`config.mk`:
```
export PLATFORM = sky130hd
export DESIGN_NAME = sram_like_responder
export DESIGN_NICKNAME = d
export VERILOG_FILES = /design/src/rtl/sram_like_responder_pkg.sv /design/src/rtl/sram_like_responder_resp_fifo.sv /design/src/rtl/sram_like_responder.sv
export SDC_FILE = /design/constraint.sdc
export NUM_CORES = 1
export LEC_CHECK = 0
export BUFFER_PORTS_ARGS = -buffer_cell sky130_fd_sc_hd__buf_2
export CAP_MARGIN = 5
export CORE_MARGIN = 5
export CORE_UTILIZATION = 45
export CTS_BUF_LIST = sky130_fd_sc_hd__clkbuf_4 sky130_fd_sc_hd__clkbuf_8
export DETAILED_ROUTE_END_ITERATION = 10
export GPL_TIMING_DRIVEN = 0
export PLACE_DENSITY = 0.71
export SYNTH_ARGS = -nofsm -noshare
export SYNTH_HDL_FRONTEND = slang
export SYNTH_SLANG_ARGS = --single-unit
```
`constraint.sdc`:
```
create_clock -name clk -period 4.5 [get_ports clk]
set_input_delay 1.125 -clock clk [delete_from_list [all_inputs] [get_ports clk]]
set_output_delay 1.125 -clock clk [all_outputs]
set_load 0.02 [all_outputs]
```
`src/rtl/sram_like_responder_pkg.sv`:
```
// Shared types and constants for the sram-like responder and its response FIFO.
package sram_like_responder_pkg;

    localparam int unsigned DATA_W = 32;
    localparam int unsigned ADDR_W = 32;
    localparam int unsigned WEN_W  = 4;

    // Transfer-size encoding of sram_size (informational only)
    localparam logic [1:0] SIZE_BYTE = 2'd0;
    localparam logic [1:0] SIZE_HALF = 2'd1;
    localparam logic [1:0] SIZE_WORD = 2'd2;

    // Capture stage holding the request issued to the RAM last cycle
    typedef struct packed {
        logic valid;
        logic is_write;
    } p1_t;

    // Counter width able to hold values 0..n-1, never narrower than one bit
    function automatic int unsigned cnt_w(input int unsigned n);
        return (n < 2) ? 1 : $clog2(n);
    endfunction

endpackage

```
`src/rtl/sram_like_responder_resp_fifo.sv`:
```
// Synchronous FIFO holding responses that could not be returned the cycle they arrived.
module resp_fifo #(
    parameter int unsigned DEPTH = 4,
    parameter int unsigned WIDTH = 32,
    localparam int unsigned PTR_W = $clog2(DEPTH),
    localparam int unsigned CNT_W = PTR_W + 1
) (
    input  logic             clk,
    input  logic             reset,
    input  logic             push,
    input  logic [WIDTH-1:0] push_data,
    input  logic             pop,
    output logic [WIDTH-1:0] head_data,
    output logic             empty,
    output logic             full,
    output logic [CNT_W-1:0] count
);

    logic [WIDTH-1:0] mem [DEPTH];
    logic [PTR_W-1:0] wr_ptr;
    logic [PTR_W-1:0] rd_ptr;
    logic             do_push;
    logic             do_pop;

    always_comb begin
        empty     = (count == '0);
        full      = (count == CNT_W'(DEPTH));
        do_pop    = pop && !empty;
        do_push   = push && (!full || do_pop);
        head_data = mem[rd_ptr];
    end

    // Pointers wrap naturally because DEPTH is a power of two
    always_ff @(posedge clk or posedge reset) begin
        if (reset) begin
            wr_ptr <= '0;
            rd_ptr <= '0;
            count  <= '0;
        end else begin
            if (do_push) wr_ptr <= wr_ptr + PTR_W'(1);
            if (do_pop)  rd_ptr <= rd_ptr + PTR_W'(1);
            if (do_push && !do_pop)      count <= count + CNT_W'(1);
            else if (!do_push && do_pop) count <= count - CNT_W'(1);
        end
    end

    always_ff @(posedge clk) begin
        if (do_push) mem[wr_ptr] <= push_data;
    end

endmodule

```
`src/rtl/sram_like_responder.sv`:
```
// Responder end of the sram-like request interface: issues requests to a
// one-cycle-latency synchronous RAM and returns in-order data_ok responses.
module sram_like_responder
    import sram_like_responder_pkg::*;
#(
    parameter int unsigned DEPTH      = 4,
    parameter int unsigned RAM_AW     = 16,
    parameter int unsigned ADDR_DELAY = 0,
    parameter int unsigned RESP_DELAY = 0
) (
    input  logic              clk,
    input  logic              reset,
    input  logic              sram_en,
    input  logic              sram_wr,
    input  logic [1:0]        sram_size,
    input  logic [WEN_W-1:0]  sram_wen,
    input  logic [ADDR_W-1:0] sram_addr,
    input  logic [DATA_W-1:0] sram_wdata,
    output logic              sram_addr_ok,
    output logic              sram_data_ok,
    output logic [DATA_W-1:0] sram_rdata,
    output logic              ram_en,
    output logic [WEN_W-1:0]  ram_wen,
    output logic [RAM_AW-1:0] ram_addr,
    output logic [DATA_W-1:0] ram_wdata,
    input  logic [DATA_W-1:0] ram_rdata
);

    localparam int unsigned OUT_W = $clog2(DEPTH) + 1;
    localparam int unsigned AD_W  = cnt_w(ADDR_DELAY + 1);
    localparam int unsigned RD_W  = cnt_w(RESP_DELAY + 1);

    logic [OUT_W-1:0]  outstanding;
    logic [AD_W-1:0]   addr_wait;
    logic [RD_W-1:0]   wait_cnt;
    p1_t               p1;

    logic              accept;
    logic [DATA_W-1:0] p1_data;
    logic              head_valid;
    logic [DATA_W-1:0] head_data;
    logic              fifo_push;
    logic              fifo_pop;
    logic [DATA_W-1:0] fifo_head;
    logic              fifo_empty;
    logic              fifo_full;
    logic [OUT_W-1:0]  fifo_count;

    // Accept and RAM issue are combinational from sram_en; reset forces them low
    always_comb begin
        accept       = sram_en && !reset && (outstanding < OUT_W'(DEPTH)) && (addr_wait == '0);
        sram_addr_ok = accept;
        ram_en       = accept;
        ram_addr     = accept ? sram_addr[RAM_AW+1:2] : '0;
        ram_wdata    = accept ? sram_wdata : '0;
        ram_wen      = (accept && sram_wr) ? sram_wen : '0;
    end

    // Head is the oldest buffered response, else the one arriving from the RAM
    always_comb begin
        p1_data      = p1.is_write ? '0 : ram_rdata;
        head_valid   = !fifo_empty || p1.valid;
        head_data    = !fifo_empty ? fifo_head : p1_data;
        sram_data_ok = head_valid && (wait_cnt == RD_W'(RESP_DELAY));
        sram_rdata   = head_valid ? head_data : '0;
        fifo_pop     = sram_data_ok && !fifo_empty;
        fifo_push    = p1.valid && !(fifo_empty && sram_data_ok);
    end

    always_ff @(posedge clk or posedge reset) begin
        if (reset) begin
            outstanding <= '0;
            addr_wait   <= '0;
            wait_cnt    <= '0;
            p1          <= '0;
        end else begin
            if (accept && !sram_data_ok)      outstanding <= outstanding + OUT_W'(1);
            else if (!accept && sram_data_ok) outstanding <= outstanding - OUT_W'(1);

            if (accept)                addr_wait <= AD_W'(ADDR_DELAY);
            else if (addr_wait != '0)  addr_wait <= addr_wait - AD_W'(1);

            p1.valid    <= accept;
            p1.is_write <= accept && sram_wr;

            // A p1 head moved into the FIFO is the same entry, so its wait keeps counting
            if (!head_valid || sram_data_ok) wait_cnt <= '0;
            else                             wait_cnt <= wait_cnt + RD_W'(1);
        end
    end

    resp_fifo #(
        .DEPTH (DEPTH),
        .WIDTH (DATA_W)
    ) u_resp_fifo (
        .clk       (clk),
        .reset     (reset),
        .push      (fifo_push),
        .push_data (p1_data),
        .pop       (fifo_pop),
        .head_data (fifo_head),
        .empty     (fifo_empty),
        .full      (fifo_full),
        .count     (fifo_count)
    );

    logic unused_bits;
    assign unused_bits = ^{sram_size, sram_addr[ADDR_W-1:RAM_AW+2], sram_addr[1:0],
                           fifo_full, fifo_count};

endmodule

```
==> results.md <==
- Status: completed
- DIE AREA: 16600 um2
- Clock sink total: approximately 140
- Finished Layout Cells: 814
- CTS Buf Count: 17
- Root buffer cell: clkbuf_8
- DP Wirelength: between 10000 and 15000 um
- Placed insts: 777
- Top cell type's share of synthesized area: 60.3%
- Crit. Startpoint: reset
- CP Data Required Time: 3.38 ns
- Endpoints failing hold: 0
- R2R Setup Slk: 2.00 ns
- Unrepaired setup endpoints after global routing: no
- Type of the most critical hold path: flop to flop
- Pleak: approximately 0.0032 uW
- Post-CTS Hold Buffers: 0
- Synth area leader: edfxtp_1
- Worst r2r path cells: 8
- Critical Path End Type: primary output
- TNS Setup: 0 ns
- Mapped Avg Cell Area: 15.1 um2
- Core Area: between 10000 and 15000 um2
- Drt pass-1 iters: 5
- GP Congestion: slightly below 1
- WP data arrival: 2.50 ns
- Reg2reg end: outstanding[2]
- Yosys Warn Count: 0
- Peak Freq: 276 MHz
- Iteration-0 DRC Markers: 249
- Worst-Skew Late Latency: 0.43 ns
- H-tree levels: 4
- Fin crit period: 3.63 ns
- Initial antenna violation count: 5
- NumNets Final: 730
- Vias in the first global route: approximately 4500
- Setup Fix Bufs, Post-CTS: 0
- Clock-pin slew on the worst setup and hold paths: 0.08 ns
- Total gr overflow: 0
- Critical path fanouts, max: 13
- Most common cell after layout, fill and taps aside: buf_2
- CP Class: input port to primary output
- Post-synth EDFFs: approximately 130
- Wirelength, routed: 16400 um
- Layout cells sized above 1: 40.9%
- Antenna Nets Post-Route: 0
- Max clock buf depth: 2
- Buffers on Ports: 174
- Max-cap violation count: 0
- Cell variety after synth: 29
- Mapped Cells: 423
- Max-slew violations: 0
- Worst Skew: approximately 0.012 ns
- Final routed DRC violation total: 0
- Die Span X: 129 um
- Slew @ Worst Pin: a little over 0.9 ns
- Starting Density: 45.9%
- Routed vias: 4122
- Average wire per standard cell: 20.1 um
- Sequential cell area: 4170 um2
- FFs w/ async S/R, synth: 9.22%
- Synth top area cells: edfxtp_1, mux4_2, and2_1
- Commonest cells after routing, fill and taps aside: buf_2, edfxtp_1, nand2_1
- Synthesized area: 6370 um2
- First-pass GRT wire length: 25400 um
- Vias per std cell: 5.06
- Post-cts resize count: 0
- Tot Pwr: 4570 uW
- Synthesis-to-finish area growth: 24.5%
- Main flop type after synthesis: edfxtp_1
- Chip height: around 130 um
- Fill cells: 1141
- Sequential area share after synthesis: about two thirds
- Largest net degree at the start of global routing: 33
- Syn_nets: about 540
- Power Dens Cells: 577 nW/um2
- Multi-input gate area: 2010 um2
- Post-synthesis register bit count: 141
- Startpoint Class: input port
- Worst slew margin relative to its limit: 38.0%
- Final setup vio count: 0
- TritonCTS clock tree: built
- Worst vdd ir: 0.000302 V
- Hold WS: around 0.52 ns
- IO Count: 193
- Reg-to-Reg Start: outstanding[2]
- Tot GR Track Use: 20.8%
- Period utilization: 80.6%
- Num rows: 43
- CP Capture Point: ram_wdata[28]
==> how the worst min path moves through the flow <==
stage                    from              to  slack [ns]  cells after the start
3_5_place_dp   outstanding[2]  outstanding[2]        0.51                      1
2_1_floorplan  outstanding[2]  outstanding[2]        0.46                      1
6_report       outstanding[0]  outstanding[0]        0.52                      1
4_1_cts        outstanding[2]  outstanding[2]        0.53                      1
3_3_place_gp   outstanding[2]  outstanding[2]        0.48                      1
5_1_grt        outstanding[0]  outstanding[0]        0.55                      1
==> power by group <==
group          internal (uW)  total [uW]  switching, uW
Clock                    613        1110            499
Sequential              1590        1650           63.5
Combinational            755        1810           1060
Total                   2950        4570           1620
==> flip-flops by register name (all words and copies together), names as in the netlist <==
name / count
p1: 2
wait_cnt: 1
u_resp_fifo.mem: 128
u_resp_fifo.count: 3
outstanding: 3
u_resp_fifo.wr_ptr: 2
u_resp_fifo.rd_ptr: 2
==> critical path: stages <==
cell      delay (ns)
buf_2           0.11
nor3b_2         0.41
clkbuf_1        0.47
and2_1          0.21
buf_2           0.17
==> per-stage QoR <==
step | worst slack (ns) | util, % | instance area (um2)
6_report | 0.873 | 57.1 | 7930
5_1_grt | 0.728 | 57.1 | 7930
4_1_cts | 0.829 | 57.0 | 7920
3_5_place_dp | 0.840 | 53.8 | 7470
3_3_place_gp | 0.841 | 53.8 | 7470
2_1_floorplan | 1.19 | - | 6370
==> routing by layer <==
metal / track usage (%) / share of wire, % / wire (um)
met2: 36.6 / 54 / 8880
met1: 24.3 / 37 / 6110
met4: 7.54 / 1.5 / 247
met3: 6.14 / 6.9 / 1130
met5: 0 / 0 / 0
==> area by class of cell <==
type                            count  area share [%]
Antenna cell                        5           0.158
Multi-Input combinational cell    249            25.3
Timing Repair Buffer              174            11.0
Buffer                             28            2.27
Sequential cell                   141            52.6
Clock inverter                     15            2.65
Clock buffer                       17            2.95
Tap cell                          180            2.84
Inverter                            5           0.237
==> synth_stat cells (3+ instances only) <==
cell type and number:
edfxtp_1 128, o21ai_0 4, buf_12 3, xor2_1 5, nand2_1 64, nor2b_1 32, o21ai_1 28, and2_1 53
and3_1 4, buf_2 6, inv_1 5, nor2_1 4, mux2_2 3, ha_1 6, xnor2_1 5, dfrtp_1 13
mux4_1 4, mux4_2 28, clkbuf_1 16
==> cell families (layout without fill, tap and decap cells) <==
kind of cell	after synthesis	after routing	share of synthesized area, %
AND/OR/NAND/NOR	162	162	13.5
buffers and inverters	33	239	3.12
XOR/XNOR	10	10	1.37
multiplexers	35	35	12.1
AO/OA/AOI/OAI	33	33	2.65
other	1	6	0.0589
flip-flops	141	141	65.4
adder cells (fa/ha/maj)	8	8	1.81
No activity file was read; power rests on OpenSTA's default activity.
